## src/rtl/dm_port_arbiter.sv

```systemverilog
`default_nettype none
// ============================================================================
// Module      : dm_port_arbiter
// Description : Shares the single Debug Module slave port between a core data
//               requester (D, read/write) and a debug-ROM instruction fetch
//               requester (I, read-only). Each transaction is sequenced as
//               IDLE -> ISSUE -> WAIT -> DONE, with every output registered.
//               Conflicts are resolved round-robin, or always in favour of I
//               when PRIO_IFETCH is set.
// Ports       : clk_i / rst_i          clock, synchronous active-high reset
//               d_req_i .. d_rdata_o   D requester (req/we/addr/be/wdata,
//                                      ready pulse + read data)
//               i_req_i .. i_rdata_o   I requester (req/addr, ready pulse +
//                                      fetched word)
//               slave_*                one-cycle request to the DM slave,
//                                      read data returned RD_LATENCY later
//               busy_o                 high whenever a transaction is active
// Revision    : 1.0 - initial release
// ============================================================================
module dm_port_arbiter #(
  parameter int XLEN        = 32,
  parameter int RD_LATENCY  = 1,
  parameter bit PRIO_IFETCH = 1'b0
) (
  input  logic              clk_i,
  input  logic              rst_i,
  // D requester
  input  logic              d_req_i,
  input  logic              d_we_i,
  input  logic [XLEN-1:0]   d_addr_i,
  input  logic [XLEN/8-1:0] d_be_i,
  input  logic [XLEN-1:0]   d_wdata_i,
  output logic              d_ready_o,
  output logic [XLEN-1:0]   d_rdata_o,
  // I requester
  input  logic              i_req_i,
  input  logic [XLEN-1:0]   i_addr_i,
  output logic              i_ready_o,
  output logic [XLEN-1:0]   i_rdata_o,
  // DM slave port
  output logic              slave_req_o,
  output logic              slave_we_o,
  output logic [XLEN-1:0]   slave_addr_o,
  output logic [XLEN/8-1:0] slave_be_o,
  output logic [XLEN-1:0]   slave_wdata_o,
  input  logic [XLEN-1:0]   slave_rdata_i,
  // status
  output logic              busy_o
);

  localparam int         c_BE_W     = XLEN / 8;
  localparam logic [1:0] c_CNT_INIT = 2'(RD_LATENCY - 1);

  generate
    if ((RD_LATENCY < 1) || (RD_LATENCY > 4)) begin : g_bad_rd_latency
      $error("dm_port_arbiter: RD_LATENCY must be within 1..4");
    end
  endgenerate

  typedef enum logic [1:0] {
    S_IDLE  = 2'd0,
    S_ISSUE = 2'd1,
    S_WAIT  = 2'd2,
    S_DONE  = 2'd3
  } state_t;

  state_t              r_state,       w_state_nxt;
  logic                r_owner_i,     w_owner_i_nxt;   // 1: current owner is I
  logic                r_last_i,      w_last_i_nxt;    // 1: last grant went to I
  logic [1:0]          r_cnt,         w_cnt_nxt;
  logic                r_slave_req,   w_slave_req_nxt;
  logic                r_slave_we,    w_slave_we_nxt;
  logic [XLEN-1:0]     r_slave_addr,  w_slave_addr_nxt;
  logic [c_BE_W-1:0]   r_slave_be,    w_slave_be_nxt;
  logic [XLEN-1:0]     r_slave_wdata, w_slave_wdata_nxt;
  logic                r_d_ready,     w_d_ready_nxt;
  logic                r_i_ready,     w_i_ready_nxt;
  logic [XLEN-1:0]     r_d_rdata,     w_d_rdata_nxt;
  logic [XLEN-1:0]     r_i_rdata,     w_i_rdata_nxt;
  logic                r_busy,        w_busy_nxt;
  logic                w_grant_i;

  // I wins if it is alone, if it has fixed priority, or if D was served last.
  assign w_grant_i = i_req_i && (!d_req_i || PRIO_IFETCH || !r_last_i);

  // Next-state and next-output logic. The slave request fields are latched
  // straight into their output registers on the IDLE->ISSUE edge and fall back
  // to zero on the following edge, so they are only non-zero during ISSUE.
  always_comb begin
    w_state_nxt       = r_state;
    w_owner_i_nxt     = r_owner_i;
    w_last_i_nxt      = r_last_i;
    w_cnt_nxt         = r_cnt;
    w_slave_req_nxt   = 1'b0;
    w_slave_we_nxt    = 1'b0;
    w_slave_addr_nxt  = '0;
    w_slave_be_nxt    = '0;
    w_slave_wdata_nxt = '0;
    w_d_ready_nxt     = 1'b0;
    w_i_ready_nxt     = 1'b0;
    w_d_rdata_nxt     = r_d_rdata;
    w_i_rdata_nxt     = r_i_rdata;

    case (r_state)
      S_IDLE: begin
        if (d_req_i || i_req_i) begin
          w_state_nxt     = S_ISSUE;
          w_owner_i_nxt   = w_grant_i;
          w_slave_req_nxt = 1'b1;
          if (w_grant_i) begin
            // Instruction fetch: always a full-word read.
            w_slave_addr_nxt = i_addr_i;
            w_slave_be_nxt   = '1;
          end else begin
            w_slave_we_nxt    = d_we_i;
            w_slave_addr_nxt  = d_addr_i;
            w_slave_be_nxt    = d_be_i;
            w_slave_wdata_nxt = d_wdata_i;
          end
        end
      end
      S_ISSUE: begin
        w_cnt_nxt   = c_CNT_INIT;
        w_state_nxt = S_WAIT;
      end
      S_WAIT: begin
        if (r_cnt == 2'd0) begin
          // Slave data is valid in this cycle; capture it for the owner and
          // raise its ready so that both appear together in DONE.
          w_state_nxt = S_DONE;
          if (r_owner_i) begin
            w_i_rdata_nxt = slave_rdata_i;
            w_i_ready_nxt = 1'b1;
          end else begin
            w_d_rdata_nxt = slave_rdata_i;
            w_d_ready_nxt = 1'b1;
          end
        end else begin
          w_cnt_nxt = r_cnt - 2'd1;
        end
      end
      S_DONE: begin
        w_last_i_nxt = r_owner_i;
        w_state_nxt  = S_IDLE;
      end
      default: begin
        w_state_nxt = S_IDLE;
      end
    endcase

    w_busy_nxt = (w_state_nxt != S_IDLE);
  end

  always_ff @(posedge clk_i) begin
    if (rst_i) begin
      r_state       <= S_IDLE;
      r_owner_i     <= 1'b0;
      r_last_i      <= 1'b0;
      r_cnt         <= 2'd0;
      r_slave_req   <= 1'b0;
      r_slave_we    <= 1'b0;
      r_slave_addr  <= '0;
      r_slave_be    <= '0;
      r_slave_wdata <= '0;
      r_d_ready     <= 1'b0;
      r_i_ready     <= 1'b0;
      r_d_rdata     <= '0;
      r_i_rdata     <= '0;
      r_busy        <= 1'b0;
    end else begin
      r_state       <= w_state_nxt;
      r_owner_i     <= w_owner_i_nxt;
      r_last_i      <= w_last_i_nxt;
      r_cnt         <= w_cnt_nxt;
      r_slave_req   <= w_slave_req_nxt;
      r_slave_we    <= w_slave_we_nxt;
      r_slave_addr  <= w_slave_addr_nxt;
      r_slave_be    <= w_slave_be_nxt;
      r_slave_wdata <= w_slave_wdata_nxt;
      r_d_ready     <= w_d_ready_nxt;
      r_i_ready     <= w_i_ready_nxt;
      r_d_rdata     <= w_d_rdata_nxt;
      r_i_rdata     <= w_i_rdata_nxt;
      r_busy        <= w_busy_nxt;
    end
  end

  assign d_ready_o     = r_d_ready;
  assign d_rdata_o     = r_d_rdata;
  assign i_ready_o     = r_i_ready;
  assign i_rdata_o     = r_i_rdata;
  assign slave_req_o   = r_slave_req;
  assign slave_we_o    = r_slave_we;
  assign slave_addr_o  = r_slave_addr;
  assign slave_be_o    = r_slave_be;
  assign slave_wdata_o = r_slave_wdata;
  assign busy_o        = r_busy;

endmodule
`default_nettype wire
```

## config.mk

```make
export PLATFORM = sky130hd
export DESIGN_NAME = dm_port_arbiter
export DESIGN_NICKNAME = d
export VERILOG_FILES = /design/src/rtl/dm_port_arbiter.sv
export SDC_FILE = /design/constraint.sdc
export NUM_CORES = 1
export LEC_CHECK = 0
export ABC_AREA = 0
export CORE_ASPECT_RATIO = 2
export CORE_MARGIN = 5
export CORE_UTILIZATION = 30
export CTS_BUF_LIST = sky130_fd_sc_hd__clkbuf_2 sky130_fd_sc_hd__clkbuf_4 sky130_fd_sc_hd__clkbuf_8
export DETAILED_ROUTE_END_ITERATION = 7
export MAX_ROUTING_LAYER = met4
export PLACE_DENSITY = 0.68
export SYNTH_ARGS = -nofsm -noshare
export SYNTH_HDL_FRONTEND = slang
export SYNTH_SLANG_ARGS = --single-unit
export TNS_END_PERCENT = 1
```

## constraint.sdc

```tcl
create_clock -name clk_i -period 1.4 [get_ports clk_i]
set_input_delay 0.21 -clock clk_i [delete_from_list [all_inputs] [get_ports clk_i]]
set_output_delay 0.21 -clock clk_i [all_outputs]
set_load 0.01 [all_outputs]
```

==> metrics.md <==
| Metric | Value |
|---|---|
| DRT met1 WL | 6.747 mm |
| Worst path arrival time | 1.68 ns |
| Final non-filler cell total | 1048 |
| Post-Synth Simple-Gate Area | 0.2218 |
| Port Buffers | ~270 |
| Vias per cell | 4.545 |
| Seq cells post-synth | approximately 140 |
| Initial antenna violation count | 0 |
| EDFF count, synth | 0 |
| Final Skew | 0.01104 ns |
| Period Utilization, post-route | 0.9705 |
| Post-synthesis compound-gate area fraction | 0.1186 |
| # DRC | 0 |
| Initial cell density of the core | 0.3026 |
| Yosys cell types | 31 |
| First-pass GRT wire length | between 20 and 25 mm |
| Switching share of power | 0.2951 |
| Met3 wire length | 1.732 mm |
| Die width | 100.1 um |
| DIE HEIGHT | 190.3 um |
| GPL Wtd Cong | between 0.8 and 0.9 |
| Terminus of the critical flop-to-flop path | busy_o |
| Main combinational cell family by area after synthesis | simple AND/OR/NAND/NOR gates |
| TritonRoute pass-1 iters | 5 |
| Placed insts | slightly above 1k |
| CTS hold repair buffers | 0 |
| Sw Pwr | approximately 3.4 mW |
| Starting DRT DRC Count | a little under 200 |
| Antenna Cells | 0 |
| Syn_nets | 695 |
| Crit Path Max Fanout | 4 |
| Placeable Area | about 16000 sq um |
| CTS tree | built |
| Post-Syn Instances | 552 |
| Xor/xnor share of the synthesized area | 0 |
| Reg power frac | 0.412 |
| Worst hold margin | 0.2691 ns |
| Actual slew at the worst max-slew pin | 0.3457 ns |
| Crit end category | register |
| WL/cell | 15.71 um |
| R2r startpoint | r_state[1] |
| Hold Path Depth | 3 |
| Detailed placer's ending HPWL | roughly 12 mm |
| Vias in the first global route | 4760 |
| Worst endpoint required time | 1.72 ns |
| Area Growth Syn to Fin | 70.71% |
| Die area | 19050 sq um |
| Cell Pwr Density | 1396 nW/um^2 |
| Reg2reg path depth | 5 |
| Max VDD drop | 0.0006301 V |
| Mux cell area share after synthesis | 0.002054 |
| Setup TNS | 0 ns |
| Worst skew pair latency | between 0.4 and 0.5 ns |
| Share of layout cells above drive strength 1 | 0.1078 |
| Leak | 3.762 nW |
| Asr flop ratio synth | 0 |
| Internal | 8.185 mW |
| Reg2reg setup slack | just over 0.04 ns |
| Yosys warns | 0 |
| Final hold vios | 0 |
| Adder-cell area share of the yosys netlist | 0.01540 |
| Clock sinks | roughly 140 |
| Clk buf depth | 2 |
| Post-DRT Antenna Nets | 0 |
| Clock Power Share | 0.309 |
| Max H-tree Level | 4 |
| Met2 routed WL | slightly below 8 mm |
| Max-slew violations | 0 |
| Max-slew headroom | 0.7686 |
| Register area share after synthesis | 0.5874 |
| Largest net degree at the start of global routing | 73 |
| Reg clk slew, reported paths | 0.08 ns |
| Cts bufs inserted | 17 |
| Setup Crit Path Kind | register to register |
| Worst Setup SP | r_state[1] |
| HP Class | primary input to register |
| GRT Total Usage | 0.1659 |
| Crit path launch type | register |
| Routed vias | 4763 |
| Row cnt | 66 |
| Nets | 975 |
| FMAX | 736.0 MHz |
| CP endpoint | busy_o |
| Overflow after GRT | 0 |
| Primary FF master, synth | dfxtp_1 |
| Final Critical Period | approximately 1.4 ns |
| Status | finished clean |
| Top Metal Used | met4 |
| Comb pwr share | 0.278 |
| CTS Root Cell | clkbuf_8 |
| Io pins | 274 |
| Max_cap viols | 0 |
| Post-Route WL | 16.47 mm |
| Avg Inst Size Synth | 8.829 sq um |
| Final setup vio count | 0 |
| RSZ-0062 raised after global routing | yes |
| Synth Cell Area | 4873 sq um |
-- layer usage --
layer,vias to the layer above,GRT usage
li1,2319,-
met1,2179,0.1885
met2,253,0.2623
met3,12,0.06591
met4,0,0.06072
met5,-,-
-- through the flow --
step	util	power [mW]	setup WS [ns]	instance area (sq um)
after floorplan	-	6.281	0.002325	4875
after global placement	0.4883	8.116	-0.1658	7864
after detailed placement	0.4883	8.185	-0.1871	7864
after CTS	0.5054	11.49	-0.002570	8138
after global routing	0.5166	12.26	-0.03022	8319
final	0.5166	11.61	0.04130	8319
-- power by group through the flow --
stage	clock [mW]	combinational (mW)	sequential, mW
after CTS	3.71	2.99	4.79
after global placement	0	3.23	4.88
after global routing	3.87	3.54	4.84
final	3.59	3.23	4.79
after detailed placement	0	3.29	4.90
after floorplan	0	1.17	5.11
-- sequential cells by signal, indices dropped and copies added (netlist names), 2 cells and up --
name,cells
d_rdata_o,32
slave_addr_o,32
slave_be_o,4
i_rdata_o,32
slave_wdata_o,32
r_state,2
r_cnt,2
-- how the worst min path moves through the flow --
stage                        from            end  slack [ns]
floorplan               d_be_i[0]  slave_be_o[0]        0.33
finish                      rst_i       r_last_i        0.27
CTS                         rst_i      d_ready_o        0.23
detailed placement   i_rdata_o[5]   i_rdata_o[5]        0.45
global placement    i_rdata_o[28]  i_rdata_o[28]        0.44
global route                rst_i  d_rdata_o[25]        0.27
-- critical path, cell delays in order, from the launching register on --
cell     delay [ns]
dfxtp_2        0.35
inv_2          0.05
buf_4          0.13
ha_1           0.21
or3_1          0.36
o311a_1        0.14
-- placed cells by master (no fill, tap or decap), types with 3 or more instances in the layout --
cell,instances
inv_1,4
clkinvlp_4,3
and2_1,33
clkbuf_16,3
buf_12,8
bufinv_16,4
ha_1,3
nand2_1,193
clkinv_4,3
clkbuf_8,18
nand2b_1,4
clkdlybuf4s50_1,135
dlygate4sd2_1,137
nor2_1,15
buf_4,10
a21oi_1,78
a21oi_2,20
dfxtp_1,141
-- final cells by class --
type	count	area (sq um)
clock buffers	18	247.7
clock inverters	13	187.7
fillers	1542	7784
inverters	6	22.52
multi-input cells	368	1852
flip-flops and latches	143	2865
well taps	204	255.2
repair buffers	296	2889
-- repair_timing --
| action | CTS | global route |
|---|---|---|
| setup endpoints to repair | 240 | 124 |
| endpoints found under the hold margin | 0 | 0 |
| pin swaps | 0 | 2 |
| gates resized for setup | 141 | 25 |
| cloned | 0 | 5 |
| setup buffers | 0 | 0 |
-- cells in the mapped netlist (2+ instances only) --
master    number  area, sq um
and2_1        33        206.5
a21oi_1       94        470.5
buf_2         11        55.05
nand2b_1       4        25.02
nor2_1        15        56.30
nand2_1      193        724.4
a21oi_2        4        35.03
dfxtp_1      143         2863
clkbuf_2       4        20.02
ha_1           6        75.07
buf_6         10        112.6
clkbuf_1       7        26.28
buf_4          4        30.03
nand3_1        2        10.01
inv_1          6        22.52
-- cells by family after synthesis --
group	Yosys count
simple gates	255
compound gates	105
flops	143
fa+ha+maj	6
buf+inv	42
mux	1
Power figures use the tool's default switching activity.
